--- src/rtl/exe_lat_pipe_if.sv ---
// rtl/exe_lat_pipe_if.sv - issue, hazard-check and retire signals of the execute latency pipe
interface exe_lat_pipe_if #(
    parameter int DEPTH      = 4,
    parameter int PAYLOAD_W  = 32,
    parameter int REG_ADDR_W = 5,
    parameter int LAT_W      = $clog2(DEPTH + 1)
);
    logic                  issue_valid_i;
    logic                  issue_ready_o;
    logic [LAT_W-1:0]      issue_lat_i;
    logic [REG_ADDR_W-1:0] issue_rd_i;
    logic                  issue_we_i;
    logic [PAYLOAD_W-1:0]  issue_payload_i;
    logic                  illegal_lat_o;
    logic [REG_ADDR_W-1:0] chk_rs1_i;
    logic [REG_ADDR_W-1:0] chk_rs2_i;
    logic                  hazard_rs1_o;
    logic                  hazard_rs2_o;
    logic                  out_valid_o;
    logic                  out_ready_i;
    logic [REG_ADDR_W-1:0] out_rd_o;
    logic                  out_we_o;
    logic [PAYLOAD_W-1:0]  out_payload_o;
    logic [LAT_W-1:0]      occupancy_o;

    modport slave (
        input  issue_valid_i, issue_lat_i, issue_rd_i, issue_we_i, issue_payload_i,
        input  chk_rs1_i, chk_rs2_i, out_ready_i,
        output issue_ready_o, illegal_lat_o, hazard_rs1_o, hazard_rs2_o,
        output out_valid_o, out_rd_o, out_we_o, out_payload_o, occupancy_o
    );

    modport master (
        output issue_valid_i, issue_lat_i, issue_rd_i, issue_we_i, issue_payload_i,
        output chk_rs1_i, chk_rs2_i, out_ready_i,
        input  issue_ready_o, illegal_lat_o, hazard_rs1_o, hazard_rs2_o,
        input  out_valid_o, out_rd_o, out_we_o, out_payload_o, occupancy_o
    );
endinterface

--- src/rtl/exe_lat_pipe.sv ---
// rtl/exe_lat_pipe.sv - fixed-slot retire pipe placing each op so it retires LAT cycles after issue
module exe_lat_pipe #(
    parameter int DEPTH      = 4,
    parameter int PAYLOAD_W  = 32,
    parameter int REG_ADDR_W = 5
) (
    input  logic          clk_i,
    input  logic          rst_i,
    input  logic          flush_i,
    exe_lat_pipe_if.slave bus
);
    localparam int LAT_W = $clog2(DEPTH + 1);

    logic [DEPTH-1:0]      slot_valid;
    logic [REG_ADDR_W-1:0] slot_rd      [DEPTH];
    logic                  slot_we      [DEPTH];
    logic [PAYLOAD_W-1:0]  slot_payload [DEPTH];
    logic [LAT_W-1:0]      occ;

    logic lat_ok;
    logic coll;
    logic adv;
    logic fire;
    logic out_valid;
    logic retire;
    logic haz1;
    logic haz2;

    // Slot i holds an op that still needs DEPTH-1-i shifts; a target slot collides
    // when the op one slot upstream is about to shift into it.
    always_comb begin
        lat_ok = (bus.issue_lat_i != '0) && (bus.issue_lat_i <= LAT_W'(DEPTH));
        coll   = 1'b0;
        for (int i = 0; i < DEPTH - 1; i++) begin
            if (slot_valid[i] && (bus.issue_lat_i == LAT_W'(DEPTH - 1 - i))) begin
                coll = 1'b1;
            end
        end
        coll = coll & lat_ok;
    end

    assign adv       = ~slot_valid[DEPTH-1] | bus.out_ready_i;
    assign fire      = bus.issue_valid_i & lat_ok & adv & ~coll & ~flush_i & ~rst_i;
    assign out_valid = slot_valid[DEPTH-1] & ~flush_i;
    assign retire    = out_valid & bus.out_ready_i;

    always_comb begin
        haz1 = 1'b0;
        haz2 = 1'b0;
        for (int i = 0; i < DEPTH; i++) begin
            if (slot_valid[i] && slot_we[i] && (slot_rd[i] == bus.chk_rs1_i)) haz1 = 1'b1;
            if (slot_valid[i] && slot_we[i] && (slot_rd[i] == bus.chk_rs2_i)) haz2 = 1'b1;
        end
        haz1 = haz1 & (bus.chk_rs1_i != '0);
        haz2 = haz2 & (bus.chk_rs2_i != '0);
    end

    assign bus.issue_ready_o = fire;
    assign bus.illegal_lat_o = bus.issue_valid_i & ~lat_ok;
    assign bus.hazard_rs1_o  = haz1;
    assign bus.hazard_rs2_o  = haz2;
    assign bus.out_valid_o   = out_valid;
    assign bus.out_rd_o      = slot_rd[DEPTH-1];
    assign bus.out_we_o      = slot_we[DEPTH-1];
    assign bus.out_payload_o = slot_payload[DEPTH-1];
    assign bus.occupancy_o   = occ;

    always_ff @(posedge clk_i) begin
        if (rst_i || flush_i) begin
            slot_valid <= '0;
            occ        <= '0;
        end else if (adv) begin
            for (int i = 1; i < DEPTH; i++) begin
                slot_valid[i]   <= slot_valid[i-1];
                slot_rd[i]      <= slot_rd[i-1];
                slot_we[i]      <= slot_we[i-1];
                slot_payload[i] <= slot_payload[i-1];
            end
            slot_valid[0] <= 1'b0;
            // The issued op lands after the shift, overriding whatever moved in.
            for (int i = 0; i < DEPTH; i++) begin
                if (fire && (bus.issue_lat_i == LAT_W'(DEPTH - i))) begin
                    slot_valid[i]   <= 1'b1;
                    slot_rd[i]      <= bus.issue_rd_i;
                    slot_we[i]      <= bus.issue_we_i;
                    slot_payload[i] <= bus.issue_payload_i;
                end
            end
            occ <= occ + LAT_W'(fire) - LAT_W'(retire);
        end
    end
endmodule

--- src/flat_wrapper.sv ---
// flat-port wrapper written by rule: the top's interface ports become plain ports
module exe_lat_pipe_flat 
#(
    parameter int DEPTH      = 4,
    parameter int PAYLOAD_W  = 32,
    parameter int REG_ADDR_W = 5
)
  (clk_i, rst_i, flush_i, bus_issue_valid_i, bus_issue_lat_i, bus_issue_rd_i, bus_issue_we_i, bus_issue_payload_i, bus_chk_rs1_i, bus_chk_rs2_i, bus_out_ready_i, bus_issue_ready_o, bus_illegal_lat_o, bus_hazard_rs1_o, bus_hazard_rs2_o, bus_out_valid_o, bus_out_rd_o, bus_out_we_o, bus_out_payload_o, bus_occupancy_o);
  exe_lat_pipe_if #(.DEPTH(DEPTH), .PAYLOAD_W(PAYLOAD_W), .REG_ADDR_W(REG_ADDR_W)) bus_i ();
  input  logic clk_i;
  input  logic rst_i;
  input  logic flush_i;
  input wire logic [$bits(bus_i.issue_valid_i)-1:0] bus_issue_valid_i;
  input wire logic [$bits(bus_i.issue_lat_i)-1:0] bus_issue_lat_i;
  input wire logic [$bits(bus_i.issue_rd_i)-1:0] bus_issue_rd_i;
  input wire logic [$bits(bus_i.issue_we_i)-1:0] bus_issue_we_i;
  input wire logic [$bits(bus_i.issue_payload_i)-1:0] bus_issue_payload_i;
  input wire logic [$bits(bus_i.chk_rs1_i)-1:0] bus_chk_rs1_i;
  input wire logic [$bits(bus_i.chk_rs2_i)-1:0] bus_chk_rs2_i;
  input wire logic [$bits(bus_i.out_ready_i)-1:0] bus_out_ready_i;
  output wire logic [$bits(bus_i.issue_ready_o)-1:0] bus_issue_ready_o;
  output wire logic [$bits(bus_i.illegal_lat_o)-1:0] bus_illegal_lat_o;
  output wire logic [$bits(bus_i.hazard_rs1_o)-1:0] bus_hazard_rs1_o;
  output wire logic [$bits(bus_i.hazard_rs2_o)-1:0] bus_hazard_rs2_o;
  output wire logic [$bits(bus_i.out_valid_o)-1:0] bus_out_valid_o;
  output wire logic [$bits(bus_i.out_rd_o)-1:0] bus_out_rd_o;
  output wire logic [$bits(bus_i.out_we_o)-1:0] bus_out_we_o;
  output wire logic [$bits(bus_i.out_payload_o)-1:0] bus_out_payload_o;
  output wire logic [$bits(bus_i.occupancy_o)-1:0] bus_occupancy_o;
  assign bus_i.issue_valid_i = bus_issue_valid_i;
  assign bus_i.issue_lat_i = bus_issue_lat_i;
  assign bus_i.issue_rd_i = bus_issue_rd_i;
  assign bus_i.issue_we_i = bus_issue_we_i;
  assign bus_i.issue_payload_i = bus_issue_payload_i;
  assign bus_i.chk_rs1_i = bus_chk_rs1_i;
  assign bus_i.chk_rs2_i = bus_chk_rs2_i;
  assign bus_i.out_ready_i = bus_out_ready_i;
  assign bus_issue_ready_o = bus_i.issue_ready_o;
  assign bus_illegal_lat_o = bus_i.illegal_lat_o;
  assign bus_hazard_rs1_o = bus_i.hazard_rs1_o;
  assign bus_hazard_rs2_o = bus_i.hazard_rs2_o;
  assign bus_out_valid_o = bus_i.out_valid_o;
  assign bus_out_rd_o = bus_i.out_rd_o;
  assign bus_out_we_o = bus_i.out_we_o;
  assign bus_out_payload_o = bus_i.out_payload_o;
  assign bus_occupancy_o = bus_i.occupancy_o;
  exe_lat_pipe #(.DEPTH(DEPTH), .PAYLOAD_W(PAYLOAD_W), .REG_ADDR_W(REG_ADDR_W)) u_core (.clk_i(clk_i), .rst_i(rst_i), .flush_i(flush_i), .bus(bus_i));
endmodule
--- config.mk ---
export PLATFORM = sky130hd
export DESIGN_NAME = exe_lat_pipe_flat
export DESIGN_NICKNAME = d
export VERILOG_FILES = /design/src/rtl/exe_lat_pipe_if.sv /design/src/rtl/exe_lat_pipe.sv /design/src/flat_wrapper.sv
export SDC_FILE = /design/constraint.sdc
export NUM_CORES = 1
export LEC_CHECK = 0
export CORE_ASPECT_RATIO = 0.5
export CORE_MARGIN = 2
export CORE_UTILIZATION = 25
export DETAILED_ROUTE_END_ITERATION = 16
export MAX_ROUTING_LAYER = met4
export PLACE_DENSITY = 0.41
export SYNTH_ARGS = -nofsm -noshare
export SYNTH_HDL_FRONTEND = slang
export SYNTH_SLANG_ARGS = --single-unit
--- constraint.sdc ---
create_clock -name clk_i -period 10.1 [get_ports clk_i]
set_clock_uncertainty 0.15 [all_clocks]
set_input_delay 1.01 -clock clk_i [delete_from_list [all_inputs] [get_ports clk_i]]
set_output_delay 1.01 -clock clk_i [all_outputs]
set_load 0.005 [all_outputs]
# ---- Word-level counts from Yosys, hierarchy flattened
# Memory sizes are Yosys's and may differ from the RTL's.
# Cells that the tools add are included.
dict set report totals {
  memories 3
  wordCells 112
  ram_bits 152
  ff_bits 7
  output_inout_bits 46
  mem_bits_ro 0
  latchBits 0
  inputBits 56
}
dict set report op_classes {
  bitwise_logic 26
  n_mul 0
  div 0
  addsub 2
  reduce_logical 24
  mux 42
  shift 0
  n_lt_le_gt_ge 1
  eq_ne 12
}
# memory words word_bits read_ports rd_ports_with_merged_regs wr line
set memory_table {}
lappend memory_table {u_core.slot_payload 4 32 4 0 4 exe_lat_pipe.sv:17} ;# logic [PAYLOAD_W-1:0] slot_payload [DEPTH];
lappend memory_table {u_core.slot_rd 4 5 4 0 4 exe_lat_pipe.sv:15} ;# logic [REG_ADDR_W-1:0] slot_rd [DEPTH];
lappend memory_table {u_core.slot_we 4 1 4 0 4 exe_lat_pipe.sv:16} ;# logic slot_we [DEPTH];
# cell count
set ops {}
lappend ops {{two-way mux 32 bit} 3}
lappend ops {{== test 5 bit} 8}
lappend ops {{two-way mux 1 bit} 36}
lappend ops {{logical AND 1 bit} 20}
lappend ops {{two-way mux 5 bit} 3}
lappend ops {{bitwise AND 1 bit} 11}
lappend ops {{bitwise OR 1 bit} 10}
lappend ops {{nonzero test 5 bit} 2}
lappend ops {{== test 3 x 2 -> 1 bit, second input constant} 2}
lappend ops {{inverter 1 bit} 5}
lappend ops {{adder 3 x 1 -> 3 bit} 1}
lappend ops {{== test 3 x 1 -> 1 bit, second input constant} 1}
lappend ops {{== test 3 bit, second input constant} 1}
lappend ops {{<= comparator 3 bit, second input constant} 1}
lappend ops {{nonzero test 3 bit} 1}
lappend ops {{subtractor 3 x 1 -> 3 bit} 1}
lappend ops {{logical OR 1 bit} 1}

# ---- Logic depth before layout (Yosys ltp)
# Gate-level depths: netlist of run 1.
dict set report depth {
  ltp_word 16
  depth_mapped 12
  ltp_nobuf 12
}

# ---- Least setup slack after synthesis of run 1
# OpenSTA, ideal clock, no wires.
dict set report synth_timing {
  kind {input-to-reg}
  start {input flush_i}
  end {memory u_core.slot_payload[2][15], data pin}
  path_slack_ps 5147
  required_time_ps 9690
  path_buffers 2
  path_stages 7
  arrival_time_ps 4544
  path_cell_list {nor2_2 -> nand2_1 -> inv_1 -> o21a_1 -> buf_2 -> buf_2 -> mux2_2}
}
# element line
set synth_rtl {}
lappend synth_rtl {{start: declaration} flat_wrapper.sv:12} ;# input logic flush_i;
lappend synth_rtl {{end: declaration} exe_lat_pipe.sv:17}

# ---- Worst setup path in the final report of run 1
dict set report layout_timing {
  start {input bus_chk_rs1_i[0]}
  end {output bus_hazard_rs1_o}
}
dict set report layout_via {
  elab_chain_cells 7
  elab_cells_between_ends 14
}
# element line
set layout_rtl {}
lappend layout_rtl {{start: declaration} flat_wrapper.sv:18} ;# input wire logic [$bits(bus_i.chk_rs1_i)-1:0] bus_chk_rs1_i;
lappend layout_rtl {{== test 5 bit} exe_lat_pipe.sv:51} ;# if (slot_valid[i] && slot_we[i] && (slot_rd[i] == bus.chk_rs1_i)) haz1 = 1'b1;
lappend layout_rtl {{logical AND 1 bit} exe_lat_pipe.sv:51}
lappend layout_rtl {{two-way mux 1 bit (4 in a row)} exe_lat_pipe.sv:51}
lappend layout_rtl {{bitwise AND 1 bit *} exe_lat_pipe.sv:54} ;# haz1 = haz1 & (bus.chk_rs1_i != '0);
lappend layout_rtl {{end: declaration} flat_wrapper.sv:23} ;# output wire logic [$bits(bus_i.hazard_rs1_o)-1:0] bus_hazard_rs1_o;
# Mark *: on every way between the ends. The rest lies on a longest branch, timed or not.

==> results.toml, run 1 <==
[layout]
drive_above_1_share_pct = 29.8
nets = 568
areaGrowthSynthToFinish_pct = 28.6
layout_common_cells = "edfxtp_1, mux2_2, clkdlybuf4s50_1, xor2_1, clkbuf_16"
n_fill_cell = 2753
instances_no_fill = 902
diodes = 0
utilization_pct = 32.5
final_common_cell = "edfxtp_1"

[clock_tree]
clockBufferDepth = 2
worstSkewPairLatency_ns = 0.42
cts_hold_buf = 0
cts_tree = "yes"
post_cts_resized = 0
path_clk_slew_ns = 0.06
post_cts_buffers = 0
cts_buffers = 17
h-tree-depth = 4
root_buffer = "clkbuf_16"
cts_sinks = 159

[worst_setup_path]
worstPathMaxFanout = 5
path_delay_family = "buffers and inverters"
endpoint_kind = "primary output"
r2r_setup_slack_ns = 7.05
slowest_delay_ns = 0.58
crit_arrival_ns = 3.05
crit_type = "primary input to primary output"
reg2regPathDepth = 6
r2r-start = "u_core.slot_valid[3]"
path_buf_inv = 2
cp.required_ns = 8.94
slowest_stage = "clkdlybuf4s50_1"
cp_cell_sequence = "clkdlybuf4s50_1 > xor2_1 > nor4_1 > nand4_1 > nand4_1 > o21a_1 > clkdlybuf4s50_1"
cp-start-kind = "primary input"
timing.rr.end = "u_core.slot_payload[2][27]"

[floorplanning]
rows = 43
start_util_pct = 25.2
core_region_area_um2 = 27500
dieArea_um2 = 29200
die_w_um = 240
die_y_um = 122
io_pins = 102

[place]
place.gp.congestion = 0.766
port_buffers = 101
place_inst = 871
post-dp-hpwl_um = 9650

[synthesis]
ys_ff_latch = 159
netlist_instances = 406
synth_nets = 466
synth_area_um2 = 6950
avgSynthCellArea_um2 = 17.1
yosys_warnings = 0
yosysUniqueCellTypes = 32
yosysSeqAreaShare_pct = 67.7

[grt]
overflow = 0
grt_pass1_wl_um = 23900
grt_use_total_pct = 11.5
grt_pass1_vias = 3911
antenna_found_initial = 0
grt_max_degree = 61

[outcome]
status = "completed"

[drt]
drc = 0
viasPerCell = 4.20
ant_nets = 0
drt_wl_total_um = 15600
post_drt_wl_per_cell_um = 17.3
firstDrtPassIters = 4
num_vias = 3788
drt_iter0_drc = 206

[flow_run]
max_cap_viol_count = 0

[power]
pwr_density_cell_nw_per_um2 = 167
power_mw = 1.49
vdd_drop_max_mv = 0.109
p_leak_nw = 2.99

[min_path]
min_to = "u_core.bus.occupancy_o[0]"
holdCritStartpoint = "u_core.bus.occupancy_o[0]"
hp-class = "flop to flop"
whs_path_depth = 2

[sta]
fmax_mhz = 237
fin_crit_ns = 4.21
fin_crit_sh_pct = 41.7
rsz0062_at_grt = "no"
slew_violations = 0
finalSetupTns_ns = 0
max-slew-margin-rel_pct = 46.2
finalSetupViolCount = 0
worstMarginPinSlew_ns = 0.807
timing.final.hold_violations = 0
-- state kept, by name, summed over array words and instances, names as in the netlist --
signal	count
u_core.slot_rd	20
u_core.bus.occupancy_o	3
u_core.slot_valid	4
u_core.slot_we	4
u_core.slot_payload	128
-- where the power goes --
| part | switching [mW] | internal (mW) | total, mW |
|---|---|---|---|
| Clock | 0.261 | 0.384 | 0.645 |
| Sequential | 0.00686 | 0.742 | 0.749 |
| Combinational | 0.0431 | 0.0529 | 0.0960 |
-- routing by layer --
metal / vias up / GRT usage (%) / share of wire (%)
li1: 1760 / - / -
met1: 1945 / 15.1 / 48
met2: 68 / 17.5 / 48
met3: 15 / 2.72 / 3.6
met4: 0 / 4.15 / 1.1
met5: - / - / 0
-- cell families (layout without fill, tap and decap cells) --
logic type	Yosys count	after routing	share of synthesized area, %
flip-flops	159	159	67.7
XOR/XNOR	41	41	5.17
buffers and inverters	28	142	1.94
adder cells (fa/ha/maj)	4	4	0.828
AO/OA/AOI/OAI	13	13	1.12
multiplexers	116	116	19.3
AND/OR/NAND/NOR	45	45	4.01
-- synthesized netlist by cell type, drive strengths merged --
cell | number | area, um2
a21oi | 6 | 30.0
a32o | 1 | 10.0
and2 | 3 | 18.8
buf | 9 | 63.8
clkbuf | 13 | 48.8
dfxtp | 7 | 140
edfxtp | 152 | 4560
fa | 1 | 20.0
ha | 3 | 37.5
inv | 6 | 22.5
mux2 | 115 | 1330
mux2i | 1 | 10.0
nand2 | 6 | 22.5
nand2b | 1 | 13.8
nand3b | 1 | 7.51
nand4 | 10 | 62.6
nand4b | 1 | 8.76
nor2 | 5 | 21.3
nor2b | 2 | 12.5
nor4 | 8 | 50.1
o21a | 3 | 22.5
o21ai | 3 | 15.0
or2 | 1 | 6.26
or3 | 2 | 12.5
or3b | 1 | 8.76
or4 | 4 | 33.8
xnor2 | 8 | 70.1
xor2 | 33 | 289
-- worst min-delay path: stages, from the launching register on --
cell,delay [ns]
dfxtp_1,0.34
nand2_1,0.06
a21oi_1,0.05
-- metrics by stage --
step,hold slack (ns),instance area [um2],worst slack [ns]
6_report,0.346,8940,5.89
2_1_floorplan,0.313,6950,5.15
3_3_place_gp,0.323,8360,5.80
4_1_cts,0.351,8940,5.85
5_1_grt,0.375,8940,5.72
3_5_place_dp,0.340,8360,5.77
-- worst max-delay path by stage --
stage                             from                          to  cells after the start
floorplan                      flush_i  u_core.slot_payload[2][15]                      7
global placement    bus_issue_lat_i[1]  u_core.slot_payload[3][12]                      8
detailed placement     bus_out_ready_i  u_core.slot_payload[2][31]                      7
CTS                   bus_chk_rs1_i[0]            bus_hazard_rs1_o                      7
global route          bus_chk_rs1_i[0]            bus_hazard_rs1_o                      7
finish                bus_chk_rs1_i[0]            bus_hazard_rs1_o                      7
-- cell type report --
type	count	area, um2	area share (%)
sequential	159	4700	52.6
multi-input combinational	219	2120	23.7
timing repair buffer	105	1040	11.6
tap	382	478	5.35
clock buffer	18	429	4.80
clock inverter	13	148	1.65
inverter	6	25.0	0.280
(Power assumes the default switching activity.)
==> run 2: changes to the inputs <==
- clock period: 10.1 -> 4.4 ns (I/O delays scaled with it)
==> run 2 against run 1 <==
Against the previous run: first-iteration DRC count grew 1.5%; non-clock buffer count rose by 2; worst hold slack worse by 0.0060 ns; clock power rose by 140%; sequential share of layout area decreased by 0.37 points; via count down 0.82%; power up 130%; critical path type unchanged; largest cell class unchanged.
==> results.toml, run 2 (synthesized netlist as in run 1, its figures left out) <==
[worst_setup_path]
r2r-start = "u_core.slot_valid[2]"
reg2regPathDepth = 12
cp_cell_sequence = "clkdlybuf4s50_1 > xor2_1 > nor4_1 > nand4_1 > nand4_1 > o21a_1 > clkdlybuf4s50_1"
slowest_stage = "clkdlybuf4s50_1"
cp.required_ns = 3.81
crit_arrival_ns = 2.65
r2r_setup_slack_ns = 1.67
slowest_delay_ns = 0.59
worstPathMaxFanout = 5
endpoint_kind = "primary output"
crit_type = "primary input to primary output"
cp-start-kind = "primary input"
timing.rr.end = "u_core.bus.occupancy_o[2]"

[clock_tree]
cts_buffers = 17
h-tree-depth = 4
worstSkewPairLatency_ns = 0.43
root_buffer = "clkbuf_16"
cts_hold_buf = 0
post_cts_buffers = 0
post_cts_resized = 0
cts_tree = "yes"
cts_sinks = 159
path_clk_slew_ns = 0.06
clockBufferDepth = 2

[layout]
drive_above_1_share_pct = 30.2
regMostFlops = "u_core.slot_payload"
final_common_cell = "edfxtp_1"
areaGrowthSynthToFinish_pct = 29.5
layout_common_cells = "edfxtp_1, mux2_2, clkdlybuf4s50_1, xor2_1, clkbuf_16"
reg_top3 = "u_core.slot_payload: 128 flops, u_core.slot_rd: 20 flops"
n_fill_cell = 2709
largest_reg_flops = 128
instances_no_fill = 905
nets = 570
diodes = 0

[power]
p_leak_nw = 3.02
pwr_density_cell_nw_per_um2 = 387
vdd_drop_max_mv = 0.216

[grt]
grt_pass1_wl_um = 23800
grt_pass1_vias = 3861
antenna_found_initial = 0
grt_use_total_pct = 11.6
overflow = 0
grt_max_degree = 57

[drt]
drt_iter0_drc = 209
drc = 0
firstDrtPassIters = 4
viasPerCell = 4.15
drt_wl_total_um = 15600
post_drt_wl_per_cell_um = 17.2
num_vias = 3757
ant_nets = 0

[sta]
finalSetupTns_ns = 0
worstMarginPinSlew_ns = 0.793
finalSetupViolCount = 0
timing.final.hold_violations = 0
slew_violations = 0
fin_crit_ns = 3.24
max-slew-margin-rel_pct = 47.1
rsz0062_at_grt = "no"
fmax_mhz = 308
fin_crit_sh_pct = 73.7

[flow_run]
max_cap_viol_count = 0

[floorplanning]
die_y_um = 122
start_util_pct = 25.2
io_pins = 102
die_w_um = 240
dieArea_um2 = 29200
rows = 43
core_region_area_um2 = 27500

[place]
port_buffers = 101
place.gp.congestion = 0.780
post-dp-hpwl_um = 10100
place_inst = 873

[min_path]
whs_path_depth = 2
min_to = "u_core.bus.occupancy_o[0]"
holdCritStartpoint = "u_core.bus.occupancy_o[0]"
hp-class = "flop to flop"

[outcome]
status = "completed"
## run 2: cell count changes in the layout (fill, tap and decap cells not counted), sizes merged
cell,before,now
clkinv,9,5
clkbuf,18,21
buf,4,6
bufinv,3,4
inv,6,7
## run 2: worst max-delay path, delay by kind of cell
kind	cells	cell delay, ns
buf+inv	2	1.12
simple gates	3	0.71
xor+xnor	1	0.22
compound gates	1	0.17
## run 2: area by class of cell
type / count / area [um2] / area share, %
timing repair buffer: 107 / 1070 / 11.9
multi-input combinational: 219 / 2120 / 23.5
sequential: 159 / 4700 / 52.3
inverter: 6 / 25.0 / 0.278
clock buffer: 21 / 450 / 5.00
tap: 382 / 478 / 5.31
clock inverter: 11 / 161 / 1.79
## run 2: how the worst max path moves through the flow
stage | from | to | slack, ns | cells after the start
6_report | bus_chk_rs2_i[4] | bus_hazard_rs2_o | 1.16 | 7
5_1_grt | bus_chk_rs1_i[4] | bus_hazard_rs1_o | 1.11 | 7
3_5_place_dp | bus_issue_lat_i[1] | u_core.slot_payload[3][0] | 0.79 | 8
4_1_cts | bus_chk_rs2_i[0] | bus_hazard_rs2_o | 1.19 | 7
3_3_place_gp | bus_issue_lat_i[1] | u_core.slot_payload[3][17] | 0.83 | 8
2_1_floorplan | flush_i | u_core.slot_payload[2][15] | 0.02 | 7
## run 2: metal layers
layer / GRT usage (%) / part of all wire, % / vias up
met5: - / 0 / -
met4: 4.08 / 1.2 / 0
met2: 17.6 / 48 / 50
li1: - / - / 1764
met3: 2.97 / 2.9 / 14
met1: 14.9 / 48 / 1929
## run 2: stage by stage
step	util, %	setup WS [ns]	power, mW	cell area (um2)	hold slack [ns]
6_report	32.7	1.16	3.49	9000	0.340
5_1_grt	32.7	1.11	3.62	9000	0.362
4_1_cts	32.7	1.19	3.54	9000	0.335
3_5_place_dp	30.5	0.788	1.98	8390	0.326
3_3_place_gp	30.5	0.834	1.98	8390	0.316
2_1_floorplan	-	0.0165	1.85	6950	0.313
## run 2: where the power goes
group | internal (mW) | switching, mW
Clock | 0.961 | 0.586
Combinational | 0.122 | 0.101
Sequential | 1.70 | 0.0152
==> run 3: changes to the inputs <==
- clock period: 4.4 -> 3.3 ns (I/O delays scaled with it)
==> run 3 against run 2 <==
Against the previous run: design area fell by 0.22%; worst setup slack got worse by 0.87 ns; clock power rose by 11%; largest power group unchanged.
==> results.toml, run 3 (synthesized netlist as in run 1, its figures left out) <==
[clock_tree]
cts_tree = "yes"
path_clk_slew_ns = 0.06
clockBufferDepth = 2
h-tree-depth = 4
cts_buffers = 17
post_cts_resized = 0
cts_sinks = 159
root_buffer = "clkbuf_16"
cts_hold_buf = 0
post_cts_buffers = 0
worstSkewPairLatency_ns = 0.43

[worst_setup_path]
r2r_setup_slack_ns = 0.66
timing.rr.end = "u_core.bus.occupancy_o[2]"
crit_arrival_ns = 2.53
crit_type = "primary input to primary output"
r2r-start = "u_core.slot_valid[2]"
cp.required_ns = 2.82
reg2regPathDepth = 12
cp-start-kind = "primary input"
worstPathMaxFanout = 5
endpoint_kind = "primary output"

[layout]
final_common_cell = "edfxtp_1"
areaGrowthSynthToFinish_pct = 29.2
layout_common_cells = "edfxtp_1, mux2_2, clkdlybuf4s50_1, xor2_1, clkbuf_16"
utilization_pct = 32.6
finalInstanceArea_um2 = 8980
reg_top3 = "u_core.slot_payload: 128 flops, u_core.slot_rd: 20 flops"
largest_reg_flops = 128
nets = 574
regMostFlops = "u_core.slot_payload"
drive_above_1_share_pct = 29.7
diodes = 0

[sta]
max-slew-margin-rel_pct = 55.3
hold_ws_ns = 0.337
worstMarginPinSlew_ns = 0.671
finalSetupTns_ns = 0
rsz0062_at_grt = "no"
finalSetupViolCount = 0
fin_crit_ns = 3.01
fin_crit_sh_pct = 91.2
slew_violations = 0
timing.final.hold_violations = 0
fmax_mhz = 332

[power]
p_leak_nw = 3.00
p_clk_share_pct = 39.9
power_mw = 4.31
vdd_drop_max_mv = 0.354
internal_power_mw = 3.38
pwr-share-seq_pct = 53.1
combPwrFrac_pct = 7.0
swShare_pct = 21.6
pwr_density_cell_nw_per_um2 = 480
p_switching_mw = 0.933

[min_path]
holdCritStartpoint = "u_core.bus.occupancy_o[0]"
min_to = "u_core.bus.occupancy_o[0]"
hp-class = "flop to flop"
whs_path_depth = 2

[grt]
grt_max_degree = 115
grt_pass1_vias = 3962
overflow = 0
grt_pass1_wl_um = 24000
antenna_found_initial = 0
grt_use_total_pct = 11.5

[drt]
firstDrtPassIters = 4
viasPerCell = 4.21
post_drt_wl_per_cell_um = 17.2
drt_iter0_drc = 225
num_vias = 3822
drt_wl_total_um = 15600
drc = 0
ant_nets = 0

[flow_run]
max_cap_viol_count = 0

[floorplanning]
io_pins = 102
dieArea_um2 = 29200
start_util_pct = 25.2
rows = 43
core_region_area_um2 = 27500
die_w_um = 240
die_y_um = 122

[place]
place.gp.congestion = 0.776
post-dp-hpwl_um = 9480
dpl_cell_area_um2 = 8490
port_buffers = 101

[outcome]
status = "completed"
run 3: cell types whose count changed in the layout (fill, tap and decap cells not counted), sizes merged:
cell	previous run	this run
inv	7	5
clkbuf	21	22
bufinv	4	0
clkinv	5	8
clkinvlp	1	2
buf	6	10
run 3: metrics by stage:
stage	setup WS, ns	std cells
floorplan	-0.0238	406
global placement	-0.0149	877
detailed placement	-0.0629	877
CTS	0.345	908
global route	0.186	908
finish	0.290	908
run 3: power groups by stage:
stage / clock (mW) / sequential (mW) / combinational, mW
global placement: 0 / 2.33 / 0.309
floorplan: 0 / 2.33 / 0.139
global route: 1.86 / 2.30 / 0.331
CTS: 1.78 / 2.29 / 0.312
detailed placement: 0 / 2.33 / 0.310
finish: 1.72 / 2.29 / 0.303
run 3: layout make-up:
type	instances	area, um2
inverter	6	26.3
multi-input combinational	219	2120
fill	2762	18600
clock inverter	9	46.3
timing repair buffer	111	1160
clock buffer	22	444
tap	382	478
sequential	159	4700
run 3: worst max path at each step:
stage,from,to,cells past startpoint
3_5_place_dp,bus_issue_lat_i[1],u_core.bus.occupancy_o[2],13
4_1_cts,bus_chk_rs1_i[4],bus_hazard_rs1_o,7
5_1_grt,bus_issue_lat_i[1],u_core.bus.occupancy_o[2],13
3_3_place_gp,bus_issue_lat_i[1],u_core.bus.occupancy_o[2],13
6_report,bus_chk_rs1_i[4],bus_hazard_rs1_o,7
2_1_floorplan,bus_out_ready_i,u_core.slot_payload[2][15],7
run 3: routing by layer:
layer	GRT usage, %	wire, um	up-vias
met3	3.22	558	21
met5	-	0	-
met1	14.1	7230	1969
li1	-	-	1776
met2	17.9	7570	56
met4	4.77	278	0
run 3: critical path, stage by stage:
cell and delay (ns):
clkdlybuf4s50_1 0.61, xor2_1 0.23, nor4_1 0.40, nand4_1 0.15
nand4_1 0.12, o21a_1 0.16, clkdlybuf4s50_1 0.51
